===== config.mk =====
export PLATFORM = sky130hd
export DESIGN_NAME = bikelight_multi
export DESIGN_NICKNAME = d
export VERILOG_FILES = /design/src/rtl/bikelight_pkg.sv /design/src/rtl/btn_debounce.sv /design/src/rtl/bikelight_multi.sv
export SDC_FILE = /design/constraint.sdc
export NUM_CORES = 1
export LEC_CHECK = 0
export CORE_MARGIN = 2
export CORE_UTILIZATION = 47
export DETAILED_ROUTE_END_ITERATION = 10
export DONT_BUFFER_PORTS = 1
export GPL_TIMING_DRIVEN = 0
export PLACE_DENSITY = 0.68
export SLEW_MARGIN = 25
export SYNTH_ARGS = -nofsm -noshare
export SYNTH_HDL_FRONTEND = slang
export SYNTH_HIERARCHICAL = 1
export SYNTH_SLANG_ARGS = --single-unit

===== constraint.sdc =====
create_clock -name clk -period 4.1 [get_ports clk]
set_clock_uncertainty 0.1 [all_clocks]
set_input_delay 0.615 -clock clk [delete_from_list [all_inputs] [get_ports clk]]
set_output_delay 0.615 -clock clk [all_outputs]
set_load 0.1 [all_outputs]

===== src/rtl/bikelight_pkg.sv =====
// Shared mode encoding and mode-sequencing helper for the multi-LED bike light.
package bikelight_pkg;

  localparam int MODE_W = 3;

  // Encodings 5..7 are never produced by the design. If they ever appear,
  // the LED decode treats them as dark and the next press returns to OFF.
  typedef enum logic [MODE_W-1:0] {
    MODE_OFF   = 3'd0,
    MODE_ON    = 3'd1,
    MODE_BLINK = 3'd2,
    MODE_DIM   = 3'd3,
    MODE_CHASE = 3'd4
  } mode_e;

  // Mode reached by one clean button press.
  function automatic mode_e next_mode(input mode_e m);
    case (m)
      MODE_OFF:   next_mode = MODE_ON;
      MODE_ON:    next_mode = MODE_BLINK;
      MODE_BLINK: next_mode = MODE_DIM;
      MODE_DIM:   next_mode = MODE_CHASE;
      MODE_CHASE: next_mode = MODE_OFF;
      default:    next_mode = MODE_OFF;
    endcase
  endfunction

endpackage


===== src/rtl/btn_debounce.sv =====
// Button front end: two-flop synchroniser, level debouncer and rising-edge
// detector. btn_db only follows btn_s after DEBOUNCE_CYCLES consecutive
// disagreeing samples; press is high for the single cycle after btn_db rises.
module btn_debounce #(
  parameter int DEBOUNCE_CYCLES = 4
) (
  input  logic clk,
  input  logic rst_n,
  input  logic btn,
  output logic btn_db,
  output logic press
);

  localparam int CW = (DEBOUNCE_CYCLES > 1) ? $clog2(DEBOUNCE_CYCLES) : 1;
  localparam logic [CW-1:0] CNT_LAST = CW'(DEBOUNCE_CYCLES - 1);

  logic          sync1;
  logic          btn_s;
  logic          btn_db_q;
  logic [CW-1:0] cnt;

  // Bring the asynchronous pin into the clock domain.
  always_ff @(posedge clk or negedge rst_n) begin
    if (!rst_n) begin
      sync1 <= 1'b0;
      btn_s <= 1'b0;
    end else begin
      sync1 <= btn;
      btn_s <= sync1;
    end
  end

  // Accept a new level only after it has disagreed with btn_db for a full run
  // of consecutive samples; any agreeing sample restarts the run.
  always_ff @(posedge clk or negedge rst_n) begin
    if (!rst_n) begin
      btn_db <= 1'b0;
      cnt    <= '0;
    end else if (btn_s != btn_db) begin
      if (cnt == CNT_LAST) begin
        btn_db <= btn_s;
        cnt    <= '0;
      end else begin
        cnt <= cnt + 1'b1;
      end
    end else begin
      cnt <= '0;
    end
  end

  // Delayed copy of the debounced level for edge detection.
  always_ff @(posedge clk or negedge rst_n) begin
    if (!rst_n) begin
      btn_db_q <= 1'b0;
    end else begin
      btn_db_q <= btn_db;
    end
  end

  assign press = btn_db & ~btn_db_q;

endmodule


===== src/rtl/bikelight_multi.sv =====
// Multi-channel bike light: a debounced button steps through OFF, ON, BLINK,
// DIM and CHASE; holding the button long enough forces OFF. The led bus is
// decoded purely from registered state, so it only moves on clock edges or
// on asynchronous reset. The mode output doubles as the FSM state view.
module bikelight_multi
  import bikelight_pkg::*;
#(
  parameter int N_LED           = 4,
  parameter int DEBOUNCE_CYCLES = 4,
  parameter int BLINK_HALF      = 8,
  parameter int PWM_BITS        = 4,
  parameter int DIM_DUTY        = 4,
  parameter int LONG_PRESS      = 32
) (
  input  logic              clk,
  input  logic              rst_n,
  input  logic              btn,
  output logic [N_LED-1:0]  led,
  output logic [MODE_W-1:0] mode
);

  localparam int TW = (BLINK_HALF > 1) ? $clog2(BLINK_HALF) : 1;
  localparam logic [TW-1:0] TICK_LAST = TW'(BLINK_HALF - 1);
  localparam int HW = $clog2(LONG_PRESS + 1);
  localparam logic [HW-1:0] HOLD_LAST = HW'(LONG_PRESS - 1);
  localparam logic [HW-1:0] HOLD_SAT  = HW'(LONG_PRESS);
  localparam logic [N_LED-1:0] CHASE_INIT = N_LED'(1);

  logic                btn_db;
  logic                press;
  mode_e               mode_q;
  mode_e               mode_d;
  logic                mode_load;
  logic                long_fire;
  logic [HW-1:0]       hold_q;
  logic [TW-1:0]       tick;
  logic                phase;
  logic [N_LED-1:0]    chase;
  logic [N_LED-1:0]    chase_rot;
  logic [PWM_BITS-1:0] pwm;
  logic [31:0]         pwm_ext;
  logic                dim_on;

  btn_debounce #(
    .DEBOUNCE_CYCLES(DEBOUNCE_CYCLES)
  ) u_btn (
    .clk   (clk),
    .rst_n (rst_n),
    .btn   (btn),
    .btn_db(btn_db),
    .press (press)
  );

  // Long press fires on the edge the hold count reaches LONG_PRESS; after
  // that the count sits at LONG_PRESS so the same hold cannot fire again.
  assign long_fire = btn_db && !press && (hold_q == HOLD_LAST);

  // Hold counter: restarts on each press, counts while held, clears on release.
  always_ff @(posedge clk or negedge rst_n) begin
    if (!rst_n) begin
      hold_q <= '0;
    end else if (press) begin
      hold_q <= '0;
    end else if (!btn_db) begin
      hold_q <= '0;
    end else if (hold_q != HOLD_SAT) begin
      hold_q <= hold_q + 1'b1;
    end
  end

  // Mode state register.
  always_ff @(posedge clk or negedge rst_n) begin
    if (!rst_n) begin
      mode_q <= MODE_OFF;
    end else begin
      mode_q <= mode_d;
    end
  end

  // Mode next-state: a press advances, a long hold forces OFF.
  always_comb begin
    mode_d    = mode_q;
    mode_load = 1'b0;
    if (press) begin
      mode_d    = next_mode(mode_q);
      mode_load = 1'b1;
    end else if (long_fire) begin
      mode_d    = MODE_OFF;
      mode_load = 1'b1;
    end
  end

  // Left rotate with wrap; a single channel rotates onto itself.
  assign chase_rot = (chase << 1) | (chase >> (N_LED - 1));

  // Pattern timebase: restarts on every mode change so each pattern begins
  // from the same visible phase.
  always_ff @(posedge clk or negedge rst_n) begin
    if (!rst_n) begin
      tick  <= '0;
      phase <= 1'b1;
      chase <= CHASE_INIT;
      pwm   <= '0;
    end else if (mode_load) begin
      tick  <= '0;
      phase <= 1'b1;
      chase <= CHASE_INIT;
      pwm   <= '0;
    end else begin
      pwm <= pwm + 1'b1;
      if (tick == TICK_LAST) begin
        tick  <= '0;
        phase <= ~phase;
        chase <= chase_rot;
      end else begin
        tick <= tick + 1'b1;
      end
    end
  end

  // Duty values at or above the PWM period naturally compare always-true.
  assign pwm_ext = 32'(pwm);
  assign dim_on  = (pwm_ext < 32'(DIM_DUTY));

  // LED decode from registered state only.
  always_comb begin
    led = '0;
    case (mode_q)
      MODE_ON:    led = '1;
      MODE_BLINK: led = {N_LED{phase}};
      MODE_DIM:   led = {N_LED{dim_on}};
      MODE_CHASE: led = chase;
      default:    led = '0;
    endcase
  end

  assign mode = mode_q;

endmodule


# == Word level (Yosys, flattened, before mapping) ==
# Index checks and enable logic that the tools add are counted.
# totals
regBits,27
inputBits,3
word_cells,55
# op_classes
n_addsub,4
bitwise,4
n_mux,18
reduce_logical,7
order_cmp,1
eq_ne,10
# ops
operator,count
6-bit two-way mux,3
4-bit case mux with 4 select lines,1
3-bit two-way mux,4
4-bit two-way mux,3
3-bit case mux with 4 select lines,1
6-bit by 1-bit adder with 6-bit output (second input constant),1
3-bit by 2-bit == test with 1-bit output (second input constant),2
3-bit == test (second input constant),2
6-bit by 5-bit == test with 1-bit output (second input constant),1
6-bit != test (second input constant),1
4-bit by 1-bit adder with 4-bit output (second input constant),1
4-bit by 3-bit less-than comparator with 1-bit output (second input constant),1
1-bit two-way mux,4
2-bit two-way mux,2
4-bit by 1-bit bitwise OR with 4-bit output,1
2-bit nonzero test,2
3-bit by 1-bit adder with 3-bit output (second input constant),1
3-bit by 1-bit == test with 1-bit output (second input constant),1
3-bit logical NOT,1
3-bit != test (second input constant),1
2-bit by 1-bit adder with 2-bit output (second input constant),1
2-bit == test (second input constant),1
1-bit logical AND,2
1-bit inverter,2
other kinds (4),4

# == Depth between registers and ports, before layout ==
# Gate-level depths: netlist of run 1.
# depth
depth_word,8
depth_mapped,5

# == By module ==
# The synthesis of run 1 kept the hierarchy.
# modules_own_cells
module,n_inst,area_each_um2,cells_each
bikelight_multi,1,1032.2,99
btn_debounce,1,205.2,12

# == Worst setup path before layout of run 1 ==
# OpenSTA, ideal clock, no wires.
# synth_timing
kind,register to output
from,"register mode_q[0], in the netlist mode[0]"
to,output port led[1]
setup_slack_ns,1.131
path_stages_with_launch,5
arrival_time_ns,2.254
path_cell_list,dfrtp_1 -> clkbuf_1 -> nor2b_1 -> nand2_1 -> nand3_1
# synth_via
elab_chain_cells,2
elab_cells_between_ends,5
classes_between,4 x eq/ne; 1 x mux
# synth_lines
element,line_no,source
start: declaration,bikelight_multi.sv:31,mode_e mode_q;
start signal: assignment,bikelight_multi.sv:76,mode_q <= mode_d;
"3-bit == test, or another cell as far along",bikelight_multi.sv:128,case (mode_q)
4-bit case mux with 4 select lines *,bikelight_multi.sv:128,
end: declaration,bikelight_multi.sv:18,"output logic [N_LED-1:0] led,"
# Mark *: on every way between the ends. The rest lies on a longest branch, timed or not.

# == Final worst setup path of run 1 ==
# Ends and elaborated chain as after synthesis.

==> impl_metrics.env, run 1 <==
export IMPL_nets=128
export IMPL_hold_path_class="input pin to flop"
export IMPL_critPathMaxStageDelay_ns=0.97
export IMPL_layout_commonest_cell="dfrtp_1"
export IMPL_rsz0062_at_grt="no"
export IMPL_synth_top_area_share_pct=50.6
export IMPL_dp_hpwl_mm=1.47
export IMPL_setup_worst_path_start_class="flop"
export IMPL_gp_congestion=0.795
export IMPL_ff2ff_setup_slack_ns=2.23
export IMPL_synth_edf_count=0
export IMPL_most_common_layout_cells="dfrtp_1, nand2_1, nor2_1, nand3_1"
export IMPL_rr_endpoint="mode[2]"
export IMPL_post_cts_buffers=0
export IMPL_synth_distinct_cells=29
export IMPL_ys_dominant_reg_cell="dfrtp_1"
export IMPL_drive_above_1_share_pct=9.32
export IMPL_hold_violations=0
export IMPL_grtUsageTotal_pct=14.5
export IMPL_coreArea_um2=2480
export IMPL_async_flop_share_pct=100
export IMPL_slowest_stage="dfrtp_1"
export IMPL_avgViaCountPerCell=5.36
export IMPL_min_from="btn"
export IMPL_first_iter_violations=25
export IMPL_period_needed_ns=3.51
export IMPL_max_clock_path_buffers=2
export IMPL_fp_row_count=18
export IMPL_reg2reg_from="mode[0]"
export IMPL_worstPathRequired_ns=3.38
export IMPL_synth_seq_area_share_pct=54.8
export IMPL_routed_wl_mm=2.01
export IMPL_cts_buffers=3
export IMPL_htreeDepth=1
export IMPL_antenna_found_initial=0
export IMPL_num_vias=794
export IMPL_cts_sinks=27
export IMPL_ant_nets=0
export IMPL_grt_max_degree=27
export IMPL_cp_end_kind="primary output"
export IMPL_path_class="flop to primary output"
export IMPL_io_buffers=0
export IMPL_crit_fanout=7
export IMPL_syn_inst=111
export IMPL_timing_final_crit_share_pct=85.6
export IMPL_synth_seq_cells=27
export IMPL_status="finished clean"
export IMPL_synth_area_per_cell_um2=11.1
export IMPL_syn_nets=120
export IMPL_wl_per_cell_um=13.6
export IMPL_first_pass_iters=4
export IMPL_first_global_vias=753
export IMPL_diodes=0
export IMPL_clk_pin_slew_worst_paths_ns=0.14
export IMPL_start_util_pct=49.9
export IMPL_clkLatencyLatePin_ns=0.32
export IMPL_yosysTopAreaCell="dfrtp_1"
export IMPL_grt_pass1_wl_mm=3.51
export IMPL_arrival_ns=2.80
export IMPL_maxCapViolations=0
export IMPL_tightest_slew_ns=1.08
export IMPL_setup_viol_count_final=0
export IMPL_syn_area_um2=1240
export IMPL_r2r_cells=3
export IMPL_tritoncts="built"
export IMPL_die_x_um=55.3
export IMPL_crit_buf_inv=1
export IMPL_path_cells="clkbuf_1 -> nor2b_1 -> nand2_1 -> nand3_1"
export IMPL_holdPathStages=0
export IMPL_ys_top_cells_by_area="dfrtp_1, ha_1, dfstp_2"
export IMPL_cts_root_buffer="clkbuf_4"
export IMPL_dieArea_um2=3060
export IMPL_slew_headroom_pct=28.0
export IMPL_die_h_um=55.3
export IMPL_synth_warnings=6
export IMPL_ctsResizeCount=0
export IMPL_pin_count=10
export IMPL_max_clock_freq_mhz=285
export IMPL_crit_family="simple AND/OR/NAND/NOR gates"
export IMPL_hold_end="u_btn/sync1"
export IMPL_overflow=0
export IMPL_area_delta_synth_final_pct=8.70
export IMPL_tns_ns=0
export IMPL_drv_slew=0
export IMPL_drc=0
[through the flow]
step	hold slack (ns)	cell area, um2	std cells	setup slack (ns)	util [%]
floorplan	0.219	1240	111	1.13	-
global placement	0.220	1270	141	0.993	51.5
detailed placement	0.220	1270	141	0.970	51.5
CTS	0.00336	1340	147	0.583	53.9
global route	0.168	1350	148	0.455	54.3
finish	0.199	1350	148	0.590	54.3
[Yosys cell counts (2+ instances only)]
cell type,instances
a21oi_1,2
and2_1,4
clkbuf_1,3
dfrtp_1,25
dfstp_2,2
ha_1,6
inv_1,4
mux2i_1,5
nand2_1,11
nand3_1,8
nor2_1,8
nor2b_1,4
nor3_1,5
nor3b_1,2
o21ai_0,2
xnor2_1,6
xor2_1,2
[logic make-up after synthesis]
group / share of synthesized area (%)
AO/OA/AOI/OAI: 6.17
XOR/XNOR: 5.66
buffers and inverters: 2.43
flip-flops: 54.8
multiplexers: 4.95
adder cells (fa/ha/maj): 6.07
AND/OR/NAND/NOR: 19.9
[how the worst max path moves through the flow]
stage | start | to | depth (start not counted)
after floorplan | mode[0] | led[1] | 4
after global placement | mode[0] | led[1] | 4
after detailed placement | mode[0] | led[1] | 4
after CTS | mode[0] | led[1] | 4
after global routing | mode[0] | led[1] | 4
final | mode[0] | led[1] | 4
[layout make-up]
cell class                      count  area (um2)
Fill cell                         214        1130
Sequential cell                    27         678
Multi-Input combinational cell     76         529
Timing Repair Buffer                3        40.0
Tap cell                           30        37.5
Clock buffer                        3        22.5
Inverter                            5        18.8
Buffer                              3        11.3
Clock inverter                      1        7.51
[sequential cells by signal (all words and copies together) (netlist names)]
name	cells
chase	4
hold_q	6
mode	3
phase	1
pwm	4
tick	3
u_btn/btn_db	1
u_btn/btn_db_q	1
u_btn/btn_s	1
u_btn/cnt	2
u_btn/sync1	1
[timing repair]
item	in CTS	in global routing
endpoints found under the setup margin	0	0
hold buffers	2	1
hold endpoints to repair	26	1
[routing by layer]
metal	vias to the layer above	global-route usage (%)	wire length, um	part of all wire, %
met5	-	0	0	0
met4	0	4.53	14	0.70
met3	2	5.39	84	4.2
met2	15	23.3	976	49
met1	383	18.3	931	46
li1	394	-	-	-
Power of run 1 is not shown: default switching activity piles up to over one toggle a cycle in this logic, so the estimate is an artifact.
==> run 2, diff against run 1 <==
--- a/config.mk
+++ b/config.mk
@@ -5,7 +5,6 @@
 export SDC_FILE = /design/constraint.sdc
 export NUM_CORES = 1
 export LEC_CHECK = 0
-export CORE_MARGIN = 2
 export CORE_UTILIZATION = 47
 export DETAILED_ROUTE_END_ITERATION = 10
 export DONT_BUFFER_PORTS = 1
==> run 2 against run 1 <==
Global-route usage is 2.6 points higher. Via count is 0.50% lower. Sequential share of layout area is 0.47 points higher. Critical endpoint unchanged. Flip-flop and latch count stayed put. Routed wire length is 2.1% higher. Hold slack worse by 0.0021 ns. Count of clock-buffer cells in the layout stayed put. Fmax is 0.50% lower. Design area is 0.93% lower. First-iteration DRC count is 60% lower. Non-clock buffer count is 1 lower. Critical path type unchanged.
==> impl_metrics.env, run 2 (synthesized netlist as in run 1, its figures left out) <==
export IMPL_io_buffers=0
export IMPL_arrival_ns=2.81
export IMPL_drc=0
export IMPL_fin_util_pct=53.8
export IMPL_max_clock_freq_mhz=283
export IMPL_cp_endpoint="led[1]"
export IMPL_ctsResizeCount=0
export IMPL_coreArea_um2=2480
export IMPL_gp_congestion=0.725
export IMPL_status="finished clean"
export IMPL_layout_commonest_cell="dfrtp_1"
export IMPL_path_class="flop to primary output"
export IMPL_routed_wl_mm=2.05
export IMPL_regArea_um2=678
export IMPL_drv_slew=0
export IMPL_largest_reg_flops=6
export IMPL_r2r_cells=3
export IMPL_tns_ns=0
export IMPL_wl_per_cell_um=13.9
export IMPL_hold_path_class="input pin to flop"
export IMPL_htreeDepth=1
export IMPL_clk_pin_slew_worst_paths_ns=0.15
export IMPL_n_fill_cell=237
export IMPL_multi_input_area_um2=529
export IMPL_dieArea_um2=2840
export IMPL_worstPathRequired_ns=3.38
export IMPL_tritoncts="built"
export IMPL_clkLatencyLatePin_ns=0.32
export IMPL_setup_worst_path_start_class="flop"
export IMPL_dp_cells=141
export IMPL_drive_above_1_share_pct=9.40
export IMPL_nets=127
export IMPL_slew_headroom_pct=28.0
export IMPL_hold_violations=0
export IMPL_num_vias=790
export IMPL_first_iter_violations=10
export IMPL_antenna_found_initial=0
export IMPL_cts_buffers=3
export IMPL_timing_final_crit_share_pct=86.0
export IMPL_rsz0062_at_grt="no"
export IMPL_overflow=0
export IMPL_cts_sinks=27
export IMPL_grtUsageTotal_pct=17.1
export IMPL_dp_hpwl_mm=1.44
export IMPL_min_from="btn"
export IMPL_first_pass_iters=4
export IMPL_grt_max_degree=27
export IMPL_crit_fanout=7
export IMPL_cts_root_buffer="clkbuf_4"
export IMPL_cp_end_kind="primary output"
export IMPL_hold_ws_ns=0.197
export IMPL_regMostFlops="hold_q"
export IMPL_stdcell_count=147
export IMPL_reg_top3="hold_q: 6 flops, chase: 4 flops, pwm: 4 flops"
export IMPL_tightest_slew_ns=1.08
export IMPL_startpoint="mode[0]"
export IMPL_period_needed_ns=3.53
export IMPL_rr_endpoint="mode[2]"
export IMPL_first_global_vias=807
export IMPL_maxCapViolations=0
export IMPL_die_h_um=53.3
export IMPL_setup_viol_count_final=0
export IMPL_avgViaCountPerCell=5.37
export IMPL_most_common_layout_cells="dfrtp_1, nand2_1, nor2_1, nand3_1"
export IMPL_max_clock_path_buffers=2
export IMPL_ant_nets=0
export IMPL_start_util_pct=49.9
export IMPL_diodes=0
export IMPL_area_delta_synth_final_pct=7.68
export IMPL_ff2ff_setup_slack_ns=2.22
export IMPL_grt_pass1_wl_mm=3.47
export IMPL_pin_count=10
export IMPL_reg2reg_from="mode[0]"
export IMPL_fp_row_count=18
export IMPL_die_x_um=53.3
-- run 2: cell types whose count changed in the layout (fill, tap and decap cells not counted) --
cell,change
clkinv_2,+1
dlygate4sd3_1,-1
clkinvlp_4,-1
-- run 2: area by class of cell --
cell class / count / area share [%]
repair buffers: 2 / 2.25
flip-flops and latches: 27 / 50.9
inverters: 5 / 1.41
multi-input cells: 76 / 39.7
clock inverters: 1 / 0.376
well taps: 30 / 2.82
clock buffers: 3 / 1.69
plain buffers: 3 / 0.845
-- run 2: worst max-delay path: stages, from the launching register on --
cell and delay, ns:
dfrtp_1 0.96, clkbuf_1 0.32, nor2b_1 0.25, nand2_1 0.15
nand3_1 0.80
-- run 2: metal layers --
metal	track usage [%]	vias up	part of all wire (%)
met3	3.45	2	3.1
met2	28.7	9	51
met4	7.02	0	0.49
met1	21.2	391	45
met5	0	-	0
li1	-	388	-
-- run 2: per-stage QoR --
stage          worst slack, ns  instance area (um2)
3_5_place_dp             0.964                 1270
6_report                 0.572                 1330
2_1_floorplan             1.13                 1240
5_1_grt                  0.478                 1330
4_1_cts                  0.573                 1330
3_3_place_gp              1.00                 1270
-- run 2: worst min path at each step --
stage / endpoint / cells after the start
final: u_btn/sync1 / 0
after global routing: u_btn/sync1 / 0
after CTS: u_btn/sync1 / 0
after detailed placement: tick[0] / 0
after global placement: hold_q[2] / 0
after floorplan: chase[1] / 0
-- run 2: timing repair --
item,4_1_cts,5_1_grt
hold buffers,2,0
endpoints found under the setup margin,0,0
endpoints found under the hold margin,26,0
buffers inserted,0,0
Power of run 2 is left out for the same reason.
